`config.mk`:
```
export PLATFORM = sky130hd
export DESIGN_NAME = hazard_ctrl
export DESIGN_NICKNAME = d
export VERILOG_FILES = /design/src/rtl/mips_pkg.sv /design/src/rtl/md_busy_timer.sv /design/src/rtl/hazard_ctrl.sv
export SDC_FILE = /design/constraint.sdc
export NUM_CORES = 1
export LEC_CHECK = 0
export BUFFER_PORTS_ARGS = -buffer_cell sky130_fd_sc_hd__buf_2
export CORE_MARGIN = 2
export CORE_UTILIZATION = 50
export CTS_CLUSTER_SIZE = 14
export DETAILED_ROUTE_END_ITERATION = 8
export HOLD_SLACK_MARGIN = 0.12
export PLACE_DENSITY_LB_ADDON = 0.25
export SYNTH_ARGS = -nofsm -noshare
export SYNTH_HDL_FRONTEND = slang
export SYNTH_SLANG_ARGS = --single-unit
```
`constraint.sdc`:
```
create_clock -name clk -period 6.9 [get_ports clk]
set_input_delay 0.69 -clock clk [delete_from_list [all_inputs] [get_ports clk]]
set_output_delay 0.69 -clock clk [all_outputs]
set_load 0.02 [all_outputs]
```
`src/rtl/mips_pkg.sv`:
```
// Shared definitions for the 5-stage MIPS core pipeline control.
// Holds the data-memory wait FSM encoding, the hard-wired zero register
// index and the default mult/div occupancy.
package mips_pkg;

  typedef enum logic {
    RUN      = 1'b0,
    MEM_WAIT = 1'b1
  } mem_state_t;

  // $zero is never written, so a load targeting it can never create a hazard.
  localparam logic [4:0] REG_ZERO = 5'd0;

  localparam int MD_LATENCY_DEFAULT = 32;

endpackage

```
`src/rtl/md_busy_timer.sv`:
```
// Occupancy timer for the multi-cycle mult/div unit.
// Ports: clk/reset (sync, active-high); load starts a LATENCY-cycle busy
// window; busy is high while the count is non-zero; done marks its last cycle.
module md_busy_timer #(
  parameter int LATENCY = 32
) (
  input  logic clk,
  input  logic reset,
  input  logic load,
  output logic busy,
  output logic done
);

  localparam int W = $clog2(LATENCY + 1);

  logic [W-1:0] cnt;

  // The count keeps running through pipeline freezes: the functional unit
  // itself is not stalled by the memory wait.
  always_ff @(posedge clk) begin
    if (reset) begin
      cnt <= '0;
    end else if (load) begin
      cnt <= W'(LATENCY);
    end else if (cnt != '0) begin
      cnt <= cnt - W'(1);
    end
  end

  assign busy = (cnt != '0);
  // Count of 1 means the unit frees on the coming edge; a waiting mfhi/mflo
  // or second mult/div can issue in the following cycle.
  assign done = (cnt == W'(1));

endmodule

```
`src/rtl/hazard_ctrl.sv`:
```
// Central pipeline sequencer: per-cycle advance/hold/flush of PC, IF/ID,
// ID/EX and EX/MEM for load-use, taken-branch, mult/div and memory-wait.
// Ports: clk/reset (sync, active-high); ID/EX/MEM hazard inputs; register
// write/flush controls; md_busy/md_done; stall_cycles counts pc_write=0 cycles.
module hazard_ctrl
  import mips_pkg::*;
#(
  parameter int MD_LATENCY = MD_LATENCY_DEFAULT,  // must be >= 2
  parameter int CNT_W      = 32
) (
  input  logic             clk,
  input  logic             reset,
  input  logic [4:0]       id_rs,
  input  logic [4:0]       id_rt,
  input  logic             id_uses_rs,
  input  logic             id_uses_rt,
  input  logic             id_md_start,
  input  logic             id_md_use,
  input  logic             ex_memread,
  input  logic [4:0]       ex_rt,
  input  logic             ex_branch_taken,
  input  logic             mem_req,
  input  logic             mem_ready,
  output logic             pc_write,
  output logic             if_id_write,
  output logic             if_id_flush,
  output logic             id_ex_write,
  output logic             id_ex_flush,
  output logic             ex_mem_write,
  output logic             md_busy,
  output logic             md_done,
  output logic [CNT_W-1:0] stall_cycles
);

  mem_state_t state, state_next;
  logic       freeze;
  logic       load_use;
  logic       md_hazard;
  logic       md_accept;
  logic       tmr_busy;
  logic       tmr_done;

  // Memory wait FSM: the access that misses freezes its first cycle already,
  // and the cycle mem_ready arrives is still frozen so MEM can capture data.
  always_ff @(posedge clk) begin
    if (reset) begin
      state <= RUN;
    end else begin
      state <= state_next;
    end
  end

  always_comb begin
    state_next = state;
    freeze     = 1'b0;
    case (state)
      RUN: begin
        if (mem_req && !mem_ready) begin
          freeze     = 1'b1;
          state_next = MEM_WAIT;
        end
      end
      MEM_WAIT: begin
        freeze = 1'b1;
        if (mem_ready) begin
          state_next = RUN;
        end
      end
      default: state_next = RUN;
    endcase
  end

  assign load_use = ex_memread && (ex_rt != REG_ZERO) &&
                    ((id_uses_rs && (id_rs == ex_rt)) ||
                     (id_uses_rt && (id_rt == ex_rt)));

  assign md_hazard = tmr_busy && (id_md_use || id_md_start);

  // A mult/div only starts when its instruction actually leaves ID this cycle.
  assign md_accept = id_md_start && !tmr_busy && !freeze &&
                     !ex_branch_taken && !load_use && !reset;

  md_busy_timer #(
    .LATENCY(MD_LATENCY)
  ) u_md_timer (
    .clk  (clk),
    .reset(reset),
    .load (md_accept),
    .busy (tmr_busy),
    .done (tmr_done)
  );

  // Priority: reset, freeze, taken branch, mult/div stall, load-use stall.
  // While frozen the branch is ignored; EX holds so it is seen again later.
  always_comb begin
    pc_write     = 1'b1;
    if_id_write  = 1'b1;
    if_id_flush  = 1'b0;
    id_ex_write  = 1'b1;
    id_ex_flush  = 1'b0;
    ex_mem_write = 1'b1;
    if (reset) begin
      pc_write    = 1'b0;
      if_id_write = 1'b0;
      if_id_flush = 1'b1;
      id_ex_flush = 1'b1;
    end else if (freeze) begin
      pc_write     = 1'b0;
      if_id_write  = 1'b0;
      id_ex_write  = 1'b0;
      ex_mem_write = 1'b0;
    end else if (ex_branch_taken) begin
      if_id_flush = 1'b1;
      id_ex_flush = 1'b1;
    end else if (md_hazard || load_use) begin
      pc_write    = 1'b0;
      if_id_write = 1'b0;
      id_ex_flush = 1'b1;
    end
  end

  assign md_busy = tmr_busy && !reset;
  assign md_done = tmr_done && !reset;

  always_ff @(posedge clk) begin
    if (reset) begin
      stall_cycles <= '0;
    end else if (!pc_write) begin
      stall_cycles <= stall_cycles + CNT_W'(1);
    end
  end

endmodule

```
==> results.json <==
{
  "status": "completed",
  "dpl.cell_count": 374,
  "pre_cts_ws_ps": 3490,
  "grt_first_pass_wirelength_microns": 8580,
  "fin_nets": 358,
  "dieArea_sq_um": 5200,
  "routed_wl_microns": 5270,
  "cp-start-kind": "input pin",
  "port_buffers": 64,
  "vias": 2188,
  "grt_max_degree": 47,
  "hp-class": "reg -> reg",
  "synth_seq_area_share": 0.336,
  "crit_start": "ex_rt[1]",
  "reg2reg_depth": 7,
  "synthTopCellsByArea": "dfxtp_1, xnor2_1, a21oi_2",
  "ys_top_cells_by_count": "dfxtp_1, nor2_1, a21oi_1",
  "worst_slack_ps": 3500,
  "rrSetupSlack_ps": 4300,
  "chipHeight_microns": 72.1,
  "synth_fa_ha_area_frac": 0.0216,
  "p_leak_uw": 0.000988,
  "rr_endpoint": "stall_cycles[18]$_SDFFE_PP0N_",
  "drt_first_pass_iters": 4,
  "post_drt_wl_per_cell_microns": 13.8,
  "yosys.area.top_type_share": 0.336,
  "synth.avg_cell_area_sq_um": 8.56,
  "drtIter0Drc": 138,
  "crit_slowest_cell": "a21oi_4",
  "yosysWarningCount": 0,
  "numCtsBuffers": 5,
  "start_util": 0.526,
  "finalHoldViolCount": 0,
  "maxSlewViolCount": 0,
  "grt_use_total": 0.204,
  "drive_above_1_share": 0.315,
  "synthSimpleGateAreaFrac": 0.287,
  "final-setup-viol-count": 0,
  "yosysMostFrequentCell": "dfxtp_1",
  "syn_inst": 271,
  "insertion_delay_ps": 300,
  "timing.rr.start": "u_md_timer.cnt[0]$_SDFFE_PP0P_",
  "pin_count": 65,
  "cp.required_ps": 6210,
  "slowest_delay_ps": 540,
  "dieWidth_microns": 72.1,
  "cts-root-buf": "clkbuf_8",
  "path_delay_family": "simple AND/OR/NAND/NOR gates",
  "clkTransAtPathRegs_ps": 70,
  "area_growth_pct": 15.5,
  "antennaDiodeCount": 0,
  "final_cells": 382,
  "postCtsHoldBufs": 0,
  "min_period_ps": 3400,
  "synth_compound_area_frac": 0.225,
  "synth-edff-count": 0,
  "mappedNetlistArea_sq_um": 2320,
  "whs_endpoint": "state$_SDFF_PP0_",
  "p_total_uw": 627,
  "relSlewSlack": 0.356,
  "antenna_found_initial": 0,
  "worst-path-max-fanout": 25,
  "tightest_slew_ps": 966,
  "p_per_area_nw_per_um2": 234,
  "end_kind": "output port",
  "cts_setup_buffers": 0,
  "cap_violations": 0,
  "fin_skew_ps": 9.09,
  "cts_tree": "built",
  "drc": 0,
  "numClockSinks": 39,
  "rows": 24,
  "ys_ff_latch": 39,
  "clock_path_buffers": 2,
  "muxShareOfSynthArea": 0.00916,
  "hold_depth": 2,
  "gp_congestion": 0.758,
  "first_global_vias": 1939,
  "synth_top_family_by_area": "simple AND/OR/NAND/NOR gates",
  "path_buf_inv": 2,
  "syn_nets": 300,
  "finalCritPeriodShare": 0.493,
  "fp.coreArea_sq_um": 4410,
  "synth_xor_area_frac": 0.0566,
  "synth_top_area_cell": "dfxtp_1",
  "hpwl_microns": 3630,
  "crit_type": "in -> out",
  "async_reset_ff_frac": 0,
  "worstHoldStart": "state$_SDFF_PP0_",
  "drtAntennaViolNets": 0,
  "overflow": 0,
  "synth_flop_cell": "dfxtp_1",
  "ctsResizeCount": 0,
  "cp_common_cell": "buf_2",
  "rsz0062_at_grt": "false",
  "peakVddDrop_mv": 0.189,
  "setup_tns_ps": 0,
  "yosysUniqueCellTypes": 51,
  "cp.arrival_ps": 2710,
  "viasPerCell": 5.73,
  "cts-htree-levels": 2,
  "worstPathCellList": "buf_2 -> or4_1 -> o21ai_1 -> nor2_1 -> a21oi_4 -> nor2b_1 -> buf_2",
  "n_fill_cell": 409,
  "fmax_mhz": 294
}
## worst reg2reg max path, stage by stage (launching register included)
cell and delay, ps:
dfxtp_1 400, inv_1 100, ha_1 220, nor3b_4 200, o31ai_4 370, a32oi_4 350
or4_2 760, a21oi_2 150
## cell type report
cell class,instances,area [sq um],share of cell area
multi-input cells,209,1390,0.519
flip-flops and latches,39,781,0.291
repair buffers,64,320,0.119
clock buffers,6,72.6,0.0271
well taps,52,65.1,0.0243
inverters,10,37.5,0.0140
clock inverters,2,12.5,0.00467
## flip-flops by register name, indices dropped and copies added, names as in the netlist
name	count
stall_cycles	32
u_md_timer.cnt	6
state	1
## metrics by stage
| stage | util | area, sq um | hold WS (ps) |
|---|---|---|---|
| after global placement | 0.588 | 2600 | 463 |
| final | 0.607 | 2680 | 478 |
| after CTS | 0.607 | 2680 | 481 |
| after global routing | 0.607 | 2680 | 513 |
| after floorplan | - | 2320 | 451 |
| after detailed placement | 0.588 | 2600 | 467 |
## cell families after synthesis
| logic type | Yosys count |
|---|---|
| AO/OA/AOI/OAI | 72 |
| XOR/XNOR | 15 |
| adder cells (fa/ha/maj) | 4 |
| buffers and inverters | 23 |
| flip-flops | 39 |
| multiplexers | 2 |
| AND/OR/NAND/NOR | 116 |
## worst max path at each step
stage,endpoint,slack (ps),cells after the start
floorplan,pc_write,3580,8
global placement,pc_write,3530,7
detailed placement,if_id_write,3490,7
CTS,if_id_write,3490,7
global route,if_id_write,3280,7
finish,if_id_write,3500,7
## power breakdown
group,internal (uW),switching [uW]
logic,87.8,115
clock network,70.7,85.2
registers,245,22.9
total,404,223
## routing by layer
layer	GRT usage	vias up	wire, microns
met2	0.317	64	2420
met1	0.278	994	2450
met4	0.0461	0	38
li1	-	1124	-
met3	0.0639	6	360
met5	0	-	0
## cell usage in the layout (no fill, tap or decap), types with 2 or more instances in the layout
cell type / Yosys / routed
a21o_1: 2 / 2
a21oi_1: 19 / 19
a21oi_2: 12 / 12
a31o_2: 2 / 2
and3_1: 4 / 4
and4_1: 2 / 2
buf_2: 0 / 64
clkbuf_8: 1 / 5
dfxtp_1: 39 / 39
ha_1: 4 / 4
inv_1: 10 / 10
nand2_1: 14 / 14
nand2b_1: 2 / 2
nand3_1: 14 / 14
nand3b_1: 2 / 2
nand4_1: 16 / 16
nor2_1: 20 / 20
nor2b_1: 2 / 2
nor3_1: 10 / 10
o21ai_1: 17 / 17
o21ai_2: 2 / 2
o31ai_1: 5 / 5
o41ai_1: 2 / 2
or3_1: 13 / 13
or3_2: 6 / 6
or4_1: 3 / 3
or4_2: 2 / 2
xnor2_1: 13 / 13
xor2_1: 2 / 2
(Power assumes the default switching activity.)
